### src/rtl/hazard_ctrl.sv
// Stall/forward controller: shadows the E/M/W writers, decides D-stage stalls,
// D- and E-stage forward selects, and tracks the multiply/divide busy window.
module hazard_ctrl (
    input  logic       clk,
    input  logic       reset,
    input  logic [4:0] D_rs,
    input  logic [4:0] D_rt,
    input  logic       D_rs_used,
    input  logic       D_rt_used,
    input  logic [1:0] D_tuse_rs,
    input  logic [1:0] D_tuse_rt,
    input  logic [4:0] D_wr,
    input  logic [1:0] D_tnew,
    input  logic       D_md_start,
    input  logic       D_md_div,
    input  logic       D_md_use,
    output logic       stall,
    output logic       E_flush,
    output logic [1:0] D_fwd_rs_sel,
    output logic [1:0] D_fwd_rt_sel,
    output logic [1:0] E_fwd_rs_sel,
    output logic [1:0] E_fwd_rt_sel,
    output logic       md_busy
);

    logic [4:0] e_wr, e_rs, e_rt, m_wr, w_wr;
    logic [1:0] e_tnew, m_tnew;
    logic       md_start_e, md_div_e;
    logic [3:0] cnt;

    function automatic logic hit(input logic [4:0] src, input logic [4:0] wr);
        return (wr != 5'd0) && (src == wr);
    endfunction

    function automatic logic [1:0] dec(input logic [1:0] t);
        return (t == 2'd0) ? 2'd0 : t - 2'd1;
    endfunction

    // The E writer is newest, so once it matches the M writer is irrelevant.
    function automatic logic data_hazard(
        input logic [4:0] src, input logic used, input logic [1:0] tuse,
        input logic [4:0] ewr, input logic [1:0] etn,
        input logic [4:0] mwr, input logic [1:0] mtn);
        if (!used)
            return 1'b0;
        if (hit(src, ewr))
            return etn > tuse;
        return hit(src, mwr) && (mtn > tuse);
    endfunction

    function automatic logic [1:0] d_sel(
        input logic [4:0] src,
        input logic [4:0] ewr, input logic [1:0] etn,
        input logic [4:0] mwr, input logic [1:0] mtn,
        input logic [4:0] wwr);
        if (hit(src, ewr))
            return (etn == 2'd0) ? 2'b01 : 2'b00;
        if (hit(src, mwr))
            return (mtn == 2'd0) ? 2'b10 : 2'b00;
        if (hit(src, wwr))
            return 2'b11;
        return 2'b00;
    endfunction

    function automatic logic [1:0] e_sel(
        input logic [4:0] src,
        input logic [4:0] mwr, input logic [1:0] mtn,
        input logic [4:0] wwr);
        if (hit(src, mwr) && (mtn == 2'd0))
            return 2'b01;
        if (hit(src, wwr))
            return 2'b10;
        return 2'b00;
    endfunction

    always_comb begin
        md_busy      = md_start_e || (cnt != 4'd0);
        stall        = data_hazard(D_rs, D_rs_used, D_tuse_rs, e_wr, e_tnew, m_wr, m_tnew)
                    || data_hazard(D_rt, D_rt_used, D_tuse_rt, e_wr, e_tnew, m_wr, m_tnew)
                    || (D_md_use && md_busy);
        E_flush      = stall;
        D_fwd_rs_sel = d_sel(D_rs, e_wr, e_tnew, m_wr, m_tnew, w_wr);
        D_fwd_rt_sel = d_sel(D_rt, e_wr, e_tnew, m_wr, m_tnew, w_wr);
        E_fwd_rs_sel = e_sel(e_rs, m_wr, m_tnew, w_wr);
        E_fwd_rt_sel = e_sel(e_rt, m_wr, m_tnew, w_wr);
    end

    // W's Tnew is always 0 after two decrements, so only its destination is kept.
    always_ff @(posedge clk or negedge reset) begin
        if (!reset) begin
            e_wr       <= 5'd0;
            e_rs       <= 5'd0;
            e_rt       <= 5'd0;
            e_tnew     <= 2'd0;
            md_start_e <= 1'b0;
            md_div_e   <= 1'b0;
            m_wr       <= 5'd0;
            m_tnew     <= 2'd0;
            w_wr       <= 5'd0;
            cnt        <= 4'd0;
        end else begin
            if (stall) begin
                e_wr       <= 5'd0;
                e_rs       <= 5'd0;
                e_rt       <= 5'd0;
                e_tnew     <= 2'd0;
                md_start_e <= 1'b0;
                md_div_e   <= 1'b0;
            end else begin
                e_wr       <= D_wr;
                e_rs       <= D_rs;
                e_rt       <= D_rt;
                e_tnew     <= D_tnew;
                md_start_e <= D_md_start;
                md_div_e   <= D_md_div;
            end
            m_wr   <= e_wr;
            m_tnew <= dec(e_tnew);
            w_wr   <= m_wr;
            if (md_start_e)
                cnt <= md_div_e ? 4'd10 : 4'd5;
            else if (cnt != 4'd0)
                cnt <= cnt - 4'd1;
        end
    end

endmodule

### config.mk
export PLATFORM = sky130hd
export DESIGN_NAME = hazard_ctrl
export DESIGN_NICKNAME = d
export VERILOG_FILES = /design/src/rtl/hazard_ctrl.sv
export SDC_FILE = /design/constraint.sdc
export NUM_CORES = 1
export LEC_CHECK = 0
export ABC_AREA = 1
export BUFFER_PORTS_ARGS = -buffer_cell sky130_fd_sc_hd__clkbuf_2
export CAP_MARGIN = 15
export CORE_MARGIN = 3
export CORE_UTILIZATION = 51
export CTS_CLUSTER_SIZE = 24
export DETAILED_ROUTE_END_ITERATION = 6
export PLACE_DENSITY = 0.76
export SLEW_MARGIN = 20
export SYNTH_ARGS = -nofsm -noshare
export SYNTH_HDL_FRONTEND = slang
export SYNTH_SLANG_ARGS = --single-unit
### constraint.sdc
create_clock -name clk -period 1.5 [get_ports clk]
set_input_delay 0.225 -clock clk [delete_from_list [all_inputs] [get_ports clk]]
set_output_delay 0.225 -clock clk [all_outputs]
set_load 0.02 [all_outputs]
==> metrics.txt, run 1 <==
critical path type=register to output pin; # Max-Cap Violations=0; H-tree levels=2; final setup violating endpoints=29; Synth Net Count=~340; Critical Path Sink Type=output pin; die width=approximately 74 um; TNS Setup=-11.62 ns; Initial Utilization=55.66%; Synth Register Bits=35; Die ar.=5434 sq um; area grow syn2layout=56.02%; Crit Path Max Fanout=7; area share of the largest cell type after synthesis=a little under two fifths; Min Hold Slack=0.1270 ns; Worst-path clk slew=around 0.090 ns; final wirelength=roughly 8000 um; IO Count=39; number of port buffers=38; core area=about 4200 sq um; total power=3678 uW; ant diodes=0; failing checks=setup timing; largest net degree at the start of global routing=22; DRT iter0 DRCs=225; Rel. slew slack=between 70% and 80%; Avg Inst Size Synth=approximately 7.6 sq um; WL/cell=about 17 um; initial antenna violation count=0; number of synthesized flops with an enable pin=0; Final nets=around 450; via-per-instance ratio=5.478; Detailed Routing Iterations Pass 1=6; synthesized area=approximately 2300 sq um; Hold Fails Final Rpt=0; post-DP HPWL=4528 um; commonest non-fill, non-tap cell in the layout=buf_4; ys flop type=dfrtp_1; met2 wire len=just over 4000 um; RSZ-0062 raised after global routing=yes; status=finished with violations; Async S/R FF share, synth=100.0%; P_leak=0.001862 uW; Filler cells=just over 200; Rows=23; final worst-path cycle share=136.6%; clk sinks=35; HP Class=input pin to register; Unique masters post-synth=29; Worst-Skew Late Latency=0.30 ns; clock buffer depth=2; worst vdd ir=0.8654 mV; vias in the first global route=roughly 2.4k; post-route ant nets=0; area leader, netlist=dfrtp_1; grt total ovfl=0; Tot GR Track Use=between 20 and 30%; pre-CTS setup slack=-0.2657 ns; Final Max Tran Viols=0; Power Dens Cells=1008 nW/um^2; Syn Inst Count=about 300; Final WS setup=-0.5496 ns; Final min period=slightly above 2 ns; Crit path required time=1.27 ns; number of CTS-inserted buffers=5; Area contributors post-synth=dfrtp_1 (37%), nand2_1 (9.8%), inv_1 (8.3%); CTS tree=yes; Final Skew=between 0.01 and 0.015 ns; placed cells=about 440; Yosys warnings=0; Die H=73.72 um; Root Driver=clkbuf_8; most frequent cells in the layout=buf_4 (48), nand2_1 (44), inv_1 (42); ratio of cells with drive above 1 in the final layout=53.17%; Met1 Routed Length=approximately 3100 um; Layout Cells excl Fill=460; RePlAce Congestion=between 0.9 and 1; fmax=487.9 MHz; CP Data Arrival Time=about 1.8 ns; sequential-to-total area share from yosys stat=37.45%; global-route wire length before repair=11590 um; Tightest Pin Transition=approximately 0.41 ns; via count=between 2k and 3k; Max Used Layer=met4; drt drc=0; CP Launch Type=register; met3 wire length=~540 um
==> timing repair <==
action | CTS | global route
pin swaps | 19 | 13
hold buffers | 1 | 0
hold endpoints to repair | 14 | 0
setup endpoints to repair | 30 | 30
gates cloned | 0 | 0
resized for setup | 63 | 64
setup buffers | 6 | 11
==> per-stage QoR <==
stage / area, sq um / util [%]
detailed placement: 2933 / 69.80
floorplan: 2372 / -
global route: 3649 / 86.84
finish: 3649 / 86.84
global placement: 2933 / 69.80
CTS: 3311 / 78.80
==> registers in the layout (all words and copies together), names as in the netlist <==
signal / flops
cnt: 4
m_wr: 5
md_start_e: 1
w_wr: 5
md_div_e: 1
e_rt: 5
e_rs: 5
m_tnew: 2
e_wr: 5
e_tnew: 2
==> report_power, final <==
group | switching (uW) | internal, uW
sequential | 172 | 1090
combinational | 881 | 820
clock | 393 | 324
==> path summary, 6_finish.rpt <==
kind | slack, ns | startpoint | end | cells past startpoint
min in group asynchronous | 0.39 | reset | cnt[2]$_DFFE_PN0N_ | 2
min | 0.13 | D_wr[2] | e_wr[2]$_DFF_PN0_ | 3
max in group asynchronous | 0.64 | reset | m_wr[2]$_DFF_PN0_ | 3
max | -0.55 | e_tnew[1]$_DFF_PN0_ | E_flush | 8
min reg2reg | 0.43 | e_wr[4]$_DFF_PN0_ | m_wr[4]$_DFF_PN0_ | 0
max reg2reg | -0.47 | m_wr[1]$_DFF_PN0_ | e_wr[0]$_DFF_PN0_ | 13
==> cells in the mapped netlist, types with 4 or more instances <==
| library cell | n |
|---|---|
| nor2_2 | 20 |
| inv_2 | 7 |
| xor2_1 | 15 |
| dfrtp_1 | 35 |
| nor3_1 | 8 |
| inv_1 | 52 |
| nand2_1 | 61 |
| clkbuf_1 | 4 |
| nor2_1 | 26 |
| xnor2_1 | 10 |
| a21oi_1 | 8 |
| nand3_1 | 11 |
| nand4_1 | 7 |
| o21ai_0 | 6 |
| ha_1 | 10 |
==> critical path, stage by stage (launching register included) <==
cell     delay, ns
dfrtp_2       0.46
ha_4          0.28
inv_1         0.04
nor2_1        0.12
o21ai_2       0.08
a21oi_2       0.16
nand2_2       0.09
nand3_4       0.16
buf_8         0.14
==> cells by family (layout without fill, tap and decap cells) <==
family | after synthesis | count (layout) | synth area share, %
buffers and inverters | 67 | 171 | 11.88
AND/OR/NAND/NOR | 146 | 146 | 29.96
AO/OA/AOI/OAI | 23 | 23 | 5.993
XOR/XNOR | 25 | 25 | 9.363
adder cells (fa/ha/maj) | 10 | 10 | 5.350
flip-flops | 35 | 35 | 37.45
==> routing by layer <==
layer / GRT usage [%] / up-vias
met1: 36.71 / 1195
li1: - / 1148
met5: 0 / -
met2: 46.06 / 141
met3: 5.335 / 36
met4: 11.27 / 0
==> layout make-up <==
type	count	area [sq um]	area share, %
multi-input combinational	204	1538	42.15
sequential	35	884.6	24.25
timing repair buffer	104	848.3	23.25
inverter	59	226.5	6.207
clock buffer	5	68.82	1.886
tap	50	62.56	1.715
clock inverter	3	20.02	0.5487
Note: power is estimated with default switching activity, not from simulation.
==> inputs of run 2 (changes only) <==
Settings changed: CORE_UTILIZATION 51 to 55, CTS_CLUSTER_SIZE 24 to default, PLACE_DENSITY 0.76 to 0.78.
Clock period 1.5 ns to 2.37 ns, I/O delays scaled along.
==> metrics.txt, run 2 (same netlist as run 1, synthesis figures left out) <==
status=finished clean; fmax=roughly 440 MHz; met2 wire len=roughly 2400 um; area grow syn2layout=13.91%; CP Cell Sequence=or2_2 -> inv_1 -> o21ai_0 -> nor4_1 -> clkbuf_2; Initial Utilization=57.63%; most frequent cells in the layout=nand2_1 (61), inv_1 (52), clkbuf_2 (38); # Max-Cap Violations=0; Tot GR Track Use=21.34%; Comb pwr share=between 30% and 40%; via-per-instance ratio=5.121; Layout Cells excl Fill=slightly below 400; Max stage delay on crit path=approximately 0.42 ns; Final Max Tran Viols=0; Top delay family on crit path=simple AND/OR/NAND/NOR gates; worst vdd ir=roughly 0.52 mV; Max Used Layer=met4; CP Launch Type=register; Detailed Routing Iterations Pass 1=5; Crit path required time=around 2.0 ns; worst reg2reg path depth=11; ant diodes=0; critical path depth=5; Post-CTS Setup Repair Bufs=0; Worst-Skew Late Latency=roughly 0.28 ns; DP Area=2550 sq um; final setup violating endpoints=0; Hold Fails Final Rpt=0; Met1 Routed Length=roughly 2200 um; CTS tree=yes; sequential share of power=a little over two fifths; core area=4058 sq um; Switch Pwr=between 600 and 700 uW; clock buffer depth=2; P_leak=0.001474 uW; Hold Buf Count CTS=0; Critical Path Sink Type=output pin; TNS Setup=0 ns; critical path type=register to output pin; CP Data Arrival Time=between 1.5 and 2 ns; H-tree levels=2; final wirelength=roughly 5000 um; number of CTS-inserted buffers=5; RSZ-0062 raised after global routing=no; vias in the first global route=1957; Crit Path Max Fanout=4; post-DP HPWL=between 3000 and 4000 um; initial antenna violation count=0; Tightest Pin Transition=roughly 0.87 ns; Final min period=approximately 2.3 ns; WL/cell=between 10 and 15 um; global-route wire length before repair=around 8500 um; number of port buffers=38; Final Skew=0.002756 ns; DRT iter0 DRCs=147; Root Driver=clkbuf_8; Rows=23; clk sinks=35; grt total ovfl=0; drt drc=0; Power Dens Cells=between 600 and 700 nW/um^2; Die H=roughly 71 um; met3 wire length=approximately 290 um; placed cells=~390; Crit-path slowest cell=dfrtp_1; post-route ant nets=0; Worst-path clk slew=0.07 ns; Internal Dissipation=roughly 1200 uW; final worst-path cycle share=95.68%; HP Class=input pin to async pin; Final nets=~380; RePlAce Congestion=around 0.92; post_cts resized=0; Filler cells=between 300 and 400; Rel. slew slack=a little over two fifths; clock power share=25.6%; Die ar.=between 5000 and 6000 sq um; Finished Cell Area=2664 sq um; die width=just over 70 um; ratio of cells with drive above 1 in the final layout=around a quarter; IO Count=39; via count=approximately 2.0k; largest net degree at the start of global routing=36; commonest non-fill, non-tap cell in the layout=nand2_1; WP buf/inv=2; switching part of the total=between 30% and 40%
[run 2: final timing paths]
check                                          from             endpoint  slack [ns]
worst min register to register    e_wr[3]$_DFF_PN0_    m_wr[3]$_DFF_PN0_        0.44
worst min-delay path                          reset   cnt[2]$_DFFE_PN0N_        0.18
max in group asynchronous                     reset    w_wr[3]$_DFF_PN0_        1.65
worst max-delay path            m_tnew[1]$_DFF_PN0_      E_fwd_rt_sel[0]        0.10
worst max register to register    m_wr[4]$_DFF_PN0_    e_rs[1]$_DFF_PN0_        0.54
min in group clk                          D_tnew[1]  e_tnew[1]$_DFF_PN0_        0.27
[run 2: routing by layer]
layer | track usage [%] | vias to the layer above
met5 | 0 | -
met4 | 7.098 | 0
met3 | 4.261 | 10
met2 | 34.80 | 71
met1 | 28.42 | 928
li1 | - | 1019
[run 2: final cells by class]
cell class                      instances  area (sq um)  share of cell area (%)
Sequential cell                        35         875.8                   32.88
Timing Repair Buffer                   40         205.2                   7.703
Clock buffer                            8         100.1                   3.758
Tap cell                               50         62.56                   2.349
Multi-Input combinational cell        204          1199                   45.00
Inverter                               59         221.5                   8.314
[run 2: power groups by stage]
| stage | Sequential (uW) | Clock (uW) | Combinational (uW) |
|---|---|---|---|
| final | 782 | 467 | 577 |
| after global routing | 794 | 518 | 663 |
| after CTS | 781 | 476 | 573 |
| after detailed placement | 792 | 0 | 569 |
| after global placement | 788 | 0 | 559 |
| after floorplan | 752 | 0 | 457 |
[run 2: metrics by stage]
stage	worst slack (ns)	power [uW]	util [%]	hold WS, ns
after floorplan	0.1393	1209	-	0.05991
after global routing	0.001052	1975	65.65	0.2442
after global placement	0.3699	1348	62.84	0.4146
after CTS	0.09561	1830	65.31	0.2064
after detailed placement	0.3616	1360	62.84	0.4285
final	0.1024	1826	65.65	0.1784
==> inputs of run 3 (changes only) <==
Settings changed: CORE_UTILIZATION 55 to 51, PLACE_DENSITY 0.78 to 0.76.
Clock period 2.37 ns to 2 ns, I/O delays scaled along.
==> metrics.txt, run 3 (same netlist as run 1, synthesis figures left out) <==
Final WS setup=-0.0008025 ns; failing checks=setup timing; Max stage delay on crit path=approximately 0.46 ns; final wirelength=between 5000 and 6000 um; most frequent cells in the layout=nand2_1 (58), inv_1 (46), clkbuf_2 (29); fmax=499.8 MHz; global-route wire length before repair=slightly below 9000 um; DP Area=about 2600 sq um; grt total ovfl=0; Crit path required time=between 1.5 and 2 ns; ratio of cells with drive above 1 in the final layout=a little under two fifths; RePlAce Congestion=~0.92; Tightest Pin Transition=between 0.4 and 0.5 ns; commonest non-fill, non-tap cell in the layout=nand2_1; Initial Utilization=55.66%; H-tree levels=2; RSZ-0062 raised after global routing=yes; Min Hold Slack=between 0.2 and 0.25 ns; die width=approximately 74 um; Finished Cell Area=slightly below 3000 sq um; largest net degree at the start of global routing=20; via-per-instance ratio=about 5; critical path type=register to output pin; number of port buffers=38; worst vdd ir=0.4913 mV; clk sinks=35; Worst-path clk slew=around 0.07 ns; Power Dens Cells=768.8 nW/um^2; HP Class=input pin to register; Comb pwr share=36.9%; sequential share of power=slightly above 40%; via count=approximately 2.1k; Final min period=around 2.0 ns; WL/cell=between 10 and 15 um; Switch Pwr=approximately 830 uW; Tot GR Track Use=21.39%; ant diodes=0; number of CTS-inserted buffers=5; vias in the first global route=1974; core area=about 4200 sq um; Die ar.=about 5400 sq um; CP Launch Type=register; Crit-path slowest cell=dfrtp_2; Final Skew=around 0.0074 ns; Rel. slew slack=67.50%; CP Cell Sequence=or2_4 -> inv_4 -> o21ai_2 -> nor4_2 -> nor2_1 -> buf_4; final worst-path cycle share=100.0%; Worst-Skew Late Latency=around 0.29 ns; Internal Dissipation=approximately 1500 uW; P_leak=roughly 0.0016 uW; Root Driver=clkbuf_8; Hold Fails Final Rpt=0; final setup violating endpoints=1; clock power share=around 22%; area grow syn2layout=26.75%; CTS tree=yes; Rows=23; Critical Path Sink Type=output pin; Detailed Routing Iterations Pass 1=4; Crit Path Max Fanout=3; post-DP HPWL=approximately 4100 um; CP Data Arrival Time=between 1.5 and 2 ns; drt drc=0; clock buffer depth=2; status=finished with violations; switching part of the total=between 30% and 40%; # Max-Cap Violations=0; Final Max Tran Viols=0; Final nets=between 300 and 400; total power=2279 uW; Die H=73.72 um; initial antenna violation count=0; IO Count=39; post-route ant nets=0; DRT iter0 DRCs=109
## run 3: cell count changes in the layout (fill, tap and decap cells not counted), moves of 5 or more
cell	before	now
buf_4	2	19
clkbuf_2	38	29
dfrtp_1	35	26
dfrtp_2	0	9
inv_1	52	46
nor3_1	8	3
nor3_2	0	5
## run 3: timing repair
action                                 4_1_cts  5_1_grt
setup endpoints to repair                    8       10
endpoints found under the hold margin       17        0
pin swaps                                   12       15
resized for setup                           28       39
buffers inserted                             5        6
hold buffers                                 1        0
## run 3: power groups by stage
| stage | Clock, uW | Combinational, uW | Sequential (uW) |
|---|---|---|---|
| after global routing | 556 | 943 | 949 |
| after CTS | 521 | 762 | 925 |
| final | 507 | 840 | 931 |
| after global placement | 0 | 679 | 932 |
| after floorplan | 0 | 546 | 891 |
| after detailed placement | 0 | 692 | 936 |
## run 3: layer usage
layer	vias up	part of all wire (%)	GRT usage [%]	wire length (um)
met3	6	6.4	5.335	350
met4	0	0.94	5.835	51
met5	-	0	0	0
met1	990	42	27.37	2286
met2	56	51	35.83	2758
li1	1056	-	-	-
## run 3: worst paths after layout
kind | slack [ns] | startpoint | cells after the start | end
worst min-delay path | 0.20 | D_tnew[1] | 3 | e_tnew[1]$_DFF_PN0_
worst min register to register | 0.44 | e_wr[4]$_DFF_PN0_ | 0 | m_wr[4]$_DFF_PN0_
worst max register to register | 0.19 | e_tnew[1]$_DFF_PN0_ | 11 | e_wr[1]$_DFF_PN0_
min in group asynchronous | 0.51 | reset | 2 | m_wr[4]$_DFF_PN0_
max in group asynchronous | 0.95 | reset | 3 | w_wr[4]$_DFF_PN0_
worst max-delay path | -0.0008 | m_tnew[1]$_DFF_PN0_ | 6 | E_fwd_rt_sel[1]
## run 3: final cells by class
class | count | area (sq um)
multi-input combinational | 204 | 1326
fill | 316 | 1237
tap | 50 | 62.56
clock inverter | 1 | 5.005
sequential | 35 | 887.1
timing repair buffer | 56 | 371.6
inverter | 59 | 229.0
clock buffer | 6 | 82.58
## run 3: stage by stage
stage | utilization, % | setup TNS [ns] | std cells | setup WS (ns)
global route | 70.55 | -0.5256 | 411 | -0.1170
floorplan | - | 0 | 306 | 0.08307
global placement | 61.55 | 0 | 392 | 0.2195
finish | 70.55 | -0.0008025 | 411 | -0.0008025
detailed placement | 61.55 | 0 | 392 | 0.1959
CTS | 67.00 | -0.01752 | 405 | -0.008979
## run 3: worst max-delay path: cells and delay by family (launching register included)
family                 cells  cell delay, ns
and+or+nand+nor            3            0.66
DFF                        1            0.46
buffers and inverters      2            0.23
AOI/OAI and AO/OA          1            0.05
